**src/rtl/uart_tx_buf.sv**
```systemverilog
// rtl/uart_tx_buf.sv - byte FIFO and one-frame-at-a-time request sequencer in front of a UART transmitter
//
// Purpose:
//   Producers push bytes with a write strobe into a DEPTH-entry FIFO.
//   The sequencer pops one byte at a time, issues a single-cycle tx_req
//   (held while the transmitter reports busy), keeps tx_data frozen for
//   the whole frame, and releases the next byte only after uart_tx_end.
//
// Optional feature:
//   UART_TX_BUF_GAP_EN - when defined, a GAP state with a 16-bit counter
//   inserts GAP_CYCLES idle clocks after every frame. When undefined the
//   sequencer goes straight from WAIT to IDLE and GAP_CYCLES is unused.
//
// Parameters:
//   DEPTH       FIFO depth in bytes (power of two, 2..256)
//   ADDR_W      log2(DEPTH)
//   GAP_CYCLES  idle clocks between frames with UART_TX_BUF_GAP_EN (1..65535)
//
// Ports:
//   clk          system clock
//   rst_n        asynchronous active-low reset
//   wr_en        write strobe, one byte per asserted cycle
//   wr_data      byte to enqueue
//   flush        synchronous FIFO clear (does not disturb a frame in flight)
//   full         FIFO holds DEPTH bytes
//   empty        FIFO holds 0 bytes
//   count        FIFO occupancy, 0..DEPTH
//   overflow     one-cycle pulse the cycle after a write was dropped
//   idle         FIFO empty and sequencer in IDLE
//   tx_data      byte presented to the transmitter
//   tx_req       transmit request
//   tx_busy      transmitter busy
//   uart_tx_end  transmitter end-of-frame pulse

module uart_tx_buf #(
    parameter int DEPTH      = 16,
    parameter int ADDR_W     = 4,
    parameter int GAP_CYCLES = 16
) (
    input  logic              clk,
    input  logic              rst_n,
    input  logic              wr_en,
    input  logic [7:0]        wr_data,
    input  logic              flush,
    output logic              full,
    output logic              empty,
    output logic [ADDR_W:0]   count,
    output logic              overflow,
    output logic              idle,
    output logic [7:0]        tx_data,
    output logic              tx_req,
    input  logic              tx_busy,
    input  logic              uart_tx_end
);

`ifdef UART_TX_BUF_GAP_EN
    typedef enum logic [1:0] {
        S_IDLE = 2'd0,
        S_REQ  = 2'd1,
        S_WAIT = 2'd2,
        S_GAP  = 2'd3
    } state_t;
`else
    typedef enum logic [1:0] {
        S_IDLE = 2'd0,
        S_REQ  = 2'd1,
        S_WAIT = 2'd2
    } state_t;
`endif

    localparam logic [ADDR_W:0]   FULL_CNT = (ADDR_W + 1)'(DEPTH);
    localparam logic [ADDR_W:0]   CNT_ONE  = (ADDR_W + 1)'(1);
    localparam logic [ADDR_W-1:0] PTR_ONE  = ADDR_W'(1);

    // ------------------------------------------------------------------
    // FIFO storage and bookkeeping
    // ------------------------------------------------------------------
    logic [7:0]        mem [DEPTH];
    logic [ADDR_W-1:0] wr_ptr;
    logic [ADDR_W-1:0] rd_ptr;
    logic [ADDR_W:0]   cnt;
    state_t            state;

    logic wr_ok;
    logic pop;

    // Flags come straight from the registered count, so they change only
    // after the edge that accepted the write or pop.
    assign full  = (cnt == FULL_CNT);
    assign empty = (cnt == '0);
    assign count = cnt;
    assign idle  = empty && (state == S_IDLE);

    // A write during flush is discarded silently; a write while full is
    // dropped even if the sequencer pops in the same cycle.
    assign wr_ok = wr_en && !full && !flush;

    // The sequencer only pops from IDLE, and flush suppresses that pop.
    assign pop   = (state == S_IDLE) && !empty && !flush;

    // Storage array carries no reset: contents are meaningless once the
    // pointers and count are cleared.
    always_ff @(posedge clk) begin
        if (wr_ok) begin
            mem[wr_ptr] <= wr_data;
        end
    end

    always_ff @(posedge clk or negedge rst_n) begin
        if (!rst_n) begin
            wr_ptr   <= '0;
            rd_ptr   <= '0;
            cnt      <= '0;
            overflow <= 1'b0;
        end else begin
            overflow <= wr_en && full && !flush;
            if (flush) begin
                wr_ptr <= '0;
                rd_ptr <= '0;
                cnt    <= '0;
            end else begin
                if (wr_ok) begin
                    wr_ptr <= wr_ptr + PTR_ONE;
                end
                if (pop) begin
                    rd_ptr <= rd_ptr + PTR_ONE;
                end
                // Simultaneous push and pop leaves the occupancy unchanged.
                case ({wr_ok, pop})
                    2'b10:   cnt <= cnt + CNT_ONE;
                    2'b01:   cnt <= cnt - CNT_ONE;
                    default: cnt <= cnt;
                endcase
            end
        end
    end

    // ------------------------------------------------------------------
    // Request sequencer
    // ------------------------------------------------------------------
`ifdef UART_TX_BUF_GAP_EN
    localparam logic [15:0] GAP_LAST = 16'(GAP_CYCLES - 1);
    logic [15:0] gap_cnt;
`endif

    always_ff @(posedge clk or negedge rst_n) begin
        if (!rst_n) begin
            state   <= S_IDLE;
            tx_req  <= 1'b0;
            tx_data <= 8'h00;
`ifdef UART_TX_BUF_GAP_EN
            gap_cnt <= 16'h0000;
`endif
        end else begin
            case (state)
                S_IDLE: begin
                    // tx_data is loaded only here, so it stays frozen while
                    // the transmitter shifts the frame out bit by bit.
                    if (pop) begin
                        tx_data <= mem[rd_ptr];
                        tx_req  <= 1'b1;
                        state   <= S_REQ;
                    end
                end
                S_REQ: begin
                    // The transmitter takes the byte on the first edge it
                    // is not busy; until then the request stays asserted.
                    if (!tx_busy) begin
                        tx_req <= 1'b0;
                        state  <= S_WAIT;
                    end
                end
                S_WAIT: begin
                    if (uart_tx_end) begin
`ifdef UART_TX_BUF_GAP_EN
                        gap_cnt <= 16'h0000;
                        state   <= S_GAP;
`else
                        state   <= S_IDLE;
`endif
                    end
                end
`ifdef UART_TX_BUF_GAP_EN
                S_GAP: begin
                    // Occupies exactly GAP_CYCLES clocks after the end pulse.
                    if (gap_cnt == GAP_LAST) begin
                        state <= S_IDLE;
                    end else begin
                        gap_cnt <= gap_cnt + 16'h0001;
                    end
                end
`endif
                default: begin
                    tx_req <= 1'b0;
                    state  <= S_IDLE;
                end
            endcase
        end
    end

endmodule

```
**config.mk**
```make
export PLATFORM = sky130hd
export DESIGN_NAME = uart_tx_buf
export DESIGN_NICKNAME = d
export VERILOG_FILES = /design/src/rtl/uart_tx_buf.sv
export SDC_FILE = /design/constraint.sdc
export NUM_CORES = 1
export LEC_CHECK = 0
export BUFFER_PORTS_ARGS = -buffer_cell sky130_fd_sc_hd__buf_2
export CORE_MARGIN = 8
export CORE_UTILIZATION = 65
export DETAILED_ROUTE_END_ITERATION = 12
export PLACE_DENSITY = 0.84
export SYNTH_ARGS = -nofsm -noshare
export SYNTH_HDL_FRONTEND = slang
export SYNTH_SLANG_ARGS = --single-unit
export TNS_END_PERCENT = 5
```
**constraint.sdc**
```tcl
create_clock -name clk -period 4.4 [get_ports clk]
set_input_delay 0.22 -clock clk [delete_from_list [all_inputs] [get_ports clk]]
set_output_delay 0.22 -clock clk [all_outputs]
set_load 0.02 [all_outputs]
```
Word level (Yosys, flattened, before mapping)
Memories as Yosys holds them, arrays and structs flattened. A register that Yosys moved wholly into a read port is not among the register bits.
Cells that the tools add are included.
Widths: inputs -> output; s select.
{"block": "totals", "inputBits": 14, "output_inout_bits": 18, "ram_bits": 128, "regBits": 17, "mem_count": 1, "mem_bits_ro": 0, "latchBits": 0, "word_cells": 54}
{"name": "mem", "depth": 16, "width": 8, "rd": 1, "rd_ports_with_merged_regs": 1, "wr": 1, "line": "78", "text": "logic [7:0] mem [DEPTH];"}
{"block": "classes", "muxes": 15, "add_sub_neg": 4, "mul": 0, "bitwise": 1, "n_eq_ne": 8, "div": 0, "reduce_logical": 19, "order_cmp": 0, "shifts": 0}
{"operator": "$mux 4", "n": 4}
{"operator": "$pmux 5 s2", "n": 1}
{"operator": "$add 4x1->4 const B", "n": 2}
{"operator": "$logic_and 1x1->1", "n": 7}
{"operator": "$mux 2", "n": 3}
{"operator": "$ne 2x2->1 const B", "n": 3}
{"operator": "$pmux 2 s3", "n": 1}
{"operator": "$reduce_and 3->1", "n": 2}
{"operator": "$add 5x1->5 const B", "n": 1}
{"operator": "$eq 5x5->1 const B", "n": 1}
{"operator": "$logic_not 5->1", "n": 1}
{"operator": "$mux 5", "n": 1}
{"operator": "$sub 5x1->5 const B", "n": 1}
{"operator": "$eq 2x1->1 const B", "n": 2}
{"operator": "$eq 2x2->1 const B", "n": 2}
{"operator": "$logic_not 1->1", "n": 4}
{"operator": "$mux 1", "n": 4}
{"operator": "$reduce_bool 2->1", "n": 2}
{"operator": "$pmux 1 s3", "n": 1}
{"operator": "$reduce_bool 3->1", "n": 1}
{"operator": "$logic_not 2->1", "n": 1}
{"operator": "$reduce_and 2->1", "n": 1}
{"operator": "$not 1->1", "n": 1}

Depth between registers and ports, before layout
{"block": "depth", "word_depth": 7, "ltp_mapped": 10, "mapped_depth_nobuf": 9}

Worst setup path after synthesis
OpenSTA, ideal clock, no wires.
{"block": "synth_timing", "kind": "reg2reg", "start": "reg cnt[1] (netlist: count[1])", "end": "reg cnt[4] (netlist: count[4])", "arrival_time_ns": 2.643, "setup_time_ns": 0.126, "n_path_buf": 0, "t_required_ns": 4.274, "period_less_slack_ns": 2.769, "path_slack_ns": 1.631, "path_stages_with_launch": 9, "cell_sequence": "dfrtp_1 nor4_2 mux2i_1 xnor2_1 ha_1 or3_2 a21oi_1 mux2i_1 a221o_1"}
{"block": "synth_between", "elab_chain_cells": 7, "word_cells_on_any_way": 15, "classes_between": "add/sub: 2; eq/ne: 3; mux: 2; reduce/logical: 8"}
{"item": "start: declaration", "line": "81", "text": "logic [ADDR_W:0] cnt;"}
{"item": "start signal: assignment", "line": "130", "text": "2'b10: cnt <= cnt + CNT_ONE;"}
{"item": "start signal: assignment", "line": "131", "text": "2'b01: cnt <= cnt - CNT_ONE;"}
{"item": "start signal: assignment", "line": "132", "text": "default: cnt <= cnt;"}
{"item": "$eq 5x5->1 or $logic_not 5->1 (tied branches)", "line": "89, 90"}
{"item": "$logic_not 1->1, on equally long branches", "line": "96, 99"}
{"item": "$logic_and 1x1->1, on equally long branches (2 in a row)", "line": "96, 99"}
{"item": "$eq 2x1->1 or $eq 2x2->1 (tied branches)", "line": "129", "text": "case ({wr_ok, pop})"}
{"item": "$pmux 5 s2", "line": "129"}
{"item": "$mux 5", "line": "117", "text": "if (flush) begin"}
Parallel ways exist; a longest one is shown, timed or not.
A chain may end at the register's enable or synchronous reset.

Worst setup path in the final report
Same ends and word-level chain as after synthesis.

==> impl_metrics.ini <==
[drt]
wl_per_cell_um = 24.3
routed_via_density = 6.37
ant_nets = 0
route.detailed.drc = 0
routed_wl_um = 13100
firstDrtPassIters = 5
drtIter0Drc = 362
vias = 3455

[timing]
max_freq_mhz = 331
fin_crit_sh_pct = 68.6
rsz0062_at_grt = false
hold_viol = 0
report.final.slew_viol_count = 0
fin_tns_setup_ns = 0
tightest_slew_ns = 1.09
relSlewSlack_pct = 27.6
final.min_clock_period_ns = 3.02
setup_violations = 0
finalClockSkew_ns = 0.00865
worst_hold_slack_ns = 0.0130

[global_routing]
grt_pass1_wl_um = 20800
busiest_layer = met2
use_met2_pct = 35.2
grt_overflow = 0
grt_max_degree = 36
antenna_found_initial = 0
met3_usage_pct = 4.52
grtUsageMet1_pct = 28.8
grt_pass1_vias = 3592
track_usage_pct = 21.9

[placed_design]
place_inst = 507
port-buffer-count = 31
gp_congestion = 0.750
place_hpwl_um = 8010

[floorplan]
dieArea_mm2 = 0.0132
fp.dieW_um = 115
rows = 36
die_height_um = 115
initial_core_util_pct = 65.9
fp.coreArea_mm2 = 0.00964
io_pins = 32

[synthesis]
ys_types = 45
async_flop_share_pct = 16.3
synth_top_area_share_pct = 60.5
synth.area.top_cells = edfxtp_1 (61%), mux4_2 (11%), dfrtp_1 (9.8%)
ys_warn_count = 0
ys_seq_area_share_pct = 70.4
syn_area_per_cell_um2 = 17.7
syn_nets = 379
synth_seq_cells = 153
mappedNetlistArea_mm2 = 0.00635
synth_cells = 358
synth-edff-count = 128
synthFlopType = edfxtp_1
yosys.area.top_type = edfxtp_1

[setup_path]
max_stage_delay_ns = 0.52
required_ns = 4.86
crit_chain = nor4_2, mux2i_1, xnor2_1, ha_1, or3_2, a21oi_1, mux2i_1, nor4_1, a221o_1
cp_top_family = simple AND/OR/NAND/NOR gates
critPathMostFrequentCell = mux2i_1
start_kind = register
path_class = reg2reg
cp_num_buf_inv = 0
critPathMaxFanout = 8
end_kind = register
crit_slowest_cell = nor4_2
arrival_ns = 3.48

[hold_path]
worst_hold_path_type = in2reg

[job]
max_cap_violations = 0

[clocking]
clk_latency_ns = 0.52
cts.reportedPaths.clkPinSlew_ns = 0.07
cts_sinks = 153
cts.path.max_buffers = 2
htree_num_levels = 4
cts_tree = done
clock-root-buffer = clkbuf_8
cts_buffers = 17
cts_resized = 0

[power_and_ir_drop]
irDropWorstVdd_v = 0.000438
p_leak_nw = 2.42
power_density_mw_per_mm2 = 587

[finish]
n_antenna_cell = 0
area_growth_syn_to_layout_pct = 13.2
drive_above_1_share_pct = 28.9
final_nets = 417
final_cells = 542

[run_status]
status = completed
## through the flow
step | setup slack [ns] | cell area [um2] | power (mW) | utilization, %
4_1_cts | 1.40 | 7190 | 4.24 | 74.6
3_3_place_gp | 1.58 | 6610 | 2.83 | 68.5
2_1_floorplan | 1.63 | 6350 | 2.59 | -
5_1_grt | 1.09 | 7190 | 4.40 | 74.6
3_5_place_dp | 1.45 | 6610 | 2.87 | 68.5
6_report | 1.38 | 7190 | 4.23 | 74.6
## repair_timing
| action | CTS | global route |
|---|---|---|
| hold buffers | 3 | 0 |
| setup buffers | 0 | 0 |
| hold endpoints to repair | 27 | 0 |
## synth_stat cells (6+ instances only)
cell type / number
a2111oi_1: 8
a211oi_2: 8
buf_2: 7
clkbuf_1: 8
dfrtp_1: 25
edfxtp_1: 128
ha_1: 7
inv_1: 6
mux2i_1: 12
mux4_2: 32
nand2_1: 14
nor2_1: 35
nor2b_1: 10
o21ai_0: 6
## kinds of logic (layout without fill, tap and decap cells)
family / after synthesis / count (layout) / share of synthesized area, %
flops: 153 / 153 / 70.4
simple gates: 87 / 87 / 6.97
mux: 45 / 45 / 13.4
compound gates: 33 / 33 / 4.89
buf+inv: 26 / 77 / 2.03
fa+ha+maj: 7 / 7 / 1.38
xor+xnor: 7 / 7 / 0.965
## registers in the layout, summed over array words and instances, names as in the netlist
signal,cells
mem,128
tx_data,8
count,5
rd_ptr,4
wr_ptr,4
state,2
overflow,1
tx_req,1
## worst register-to-register path: stages, from the launching register on
cell and delay, ns:
dfrtp_1 0.48, nor4_2 0.52, mux2i_1 0.51, xnor2_1 0.12, ha_1 0.24, or3_2 0.43, a21oi_1 0.17, mux2i_1 0.12
nor4_1 0.23, a221o_1 0.15
## final timing paths
kind / startpoint / end / slack [ns] / depth (start not counted)
setup reg to reg: count[1]$_DFFE_PN0P_ / count[4]$_DFFE_PN0P_ / 1.38 / 9
hold / removal: wr_en / overflow$_DFF_PN0_ / 0.01 / 2
max in group asynchronous: rst_n / rd_ptr[1]$_DFFE_PN0P_ / 3.71 / 2
setup / recovery: count[1]$_DFFE_PN0P_ / count[4]$_DFFE_PN0P_ / 1.38 / 9
min in group asynchronous: rst_n / tx_data[1]$_DFFE_PN0P_ / 0.24 / 2
hold reg to reg: tx_req$_DFFE_PN0P_ / tx_req$_DFFE_PN0P_ / 0.50 / 2
## cell usage in the layout, fill, tap and decap left out, types with 5 or more instances in the layout
cell,synthesis,final
mux4_2,32,32
o21ai_0,6,6
buf_4,2,5
inv_1,6,6
nor2_1,35,35
nand2_1,14,14
nor2b_1,10,10
a211oi_2,8,8
a2111oi_1,8,8
dfrtp_1,25,23
ha_1,7,7
mux2i_1,12,12
edfxtp_1,128,128
clkbuf_16,0,16
inv_6,0,6
buf_2,7,31
## cell type report
type	instances	area, um2
timing repair buffer	39	223
sequential	153	4470
fill	568	2450
multi-input combinational	179	1750
inverter	6	22.5
clock buffer	18	418
tap	133	166
clock inverter	14	138
## report_power, final
| group | internal (mW) | total (mW) | switching (mW) |
|---|---|---|---|
| combinational | 0.463 | 1.00 | 0.538 |
| sequential | 1.67 | 1.86 | 0.193 |
| clock | 0.764 | 1.36 | 0.600 |
| total | 2.89 | 4.23 | 1.33 |
## per-layer routing
metal | up-vias | wire length (um)
li1 | 1483 | -
met5 | - | 0
met4 | 0 | 207
met2 | 165 | 6710
met1 | 1790 | 5420
met3 | 17 | 806
(Power assumes the default switching activity.)
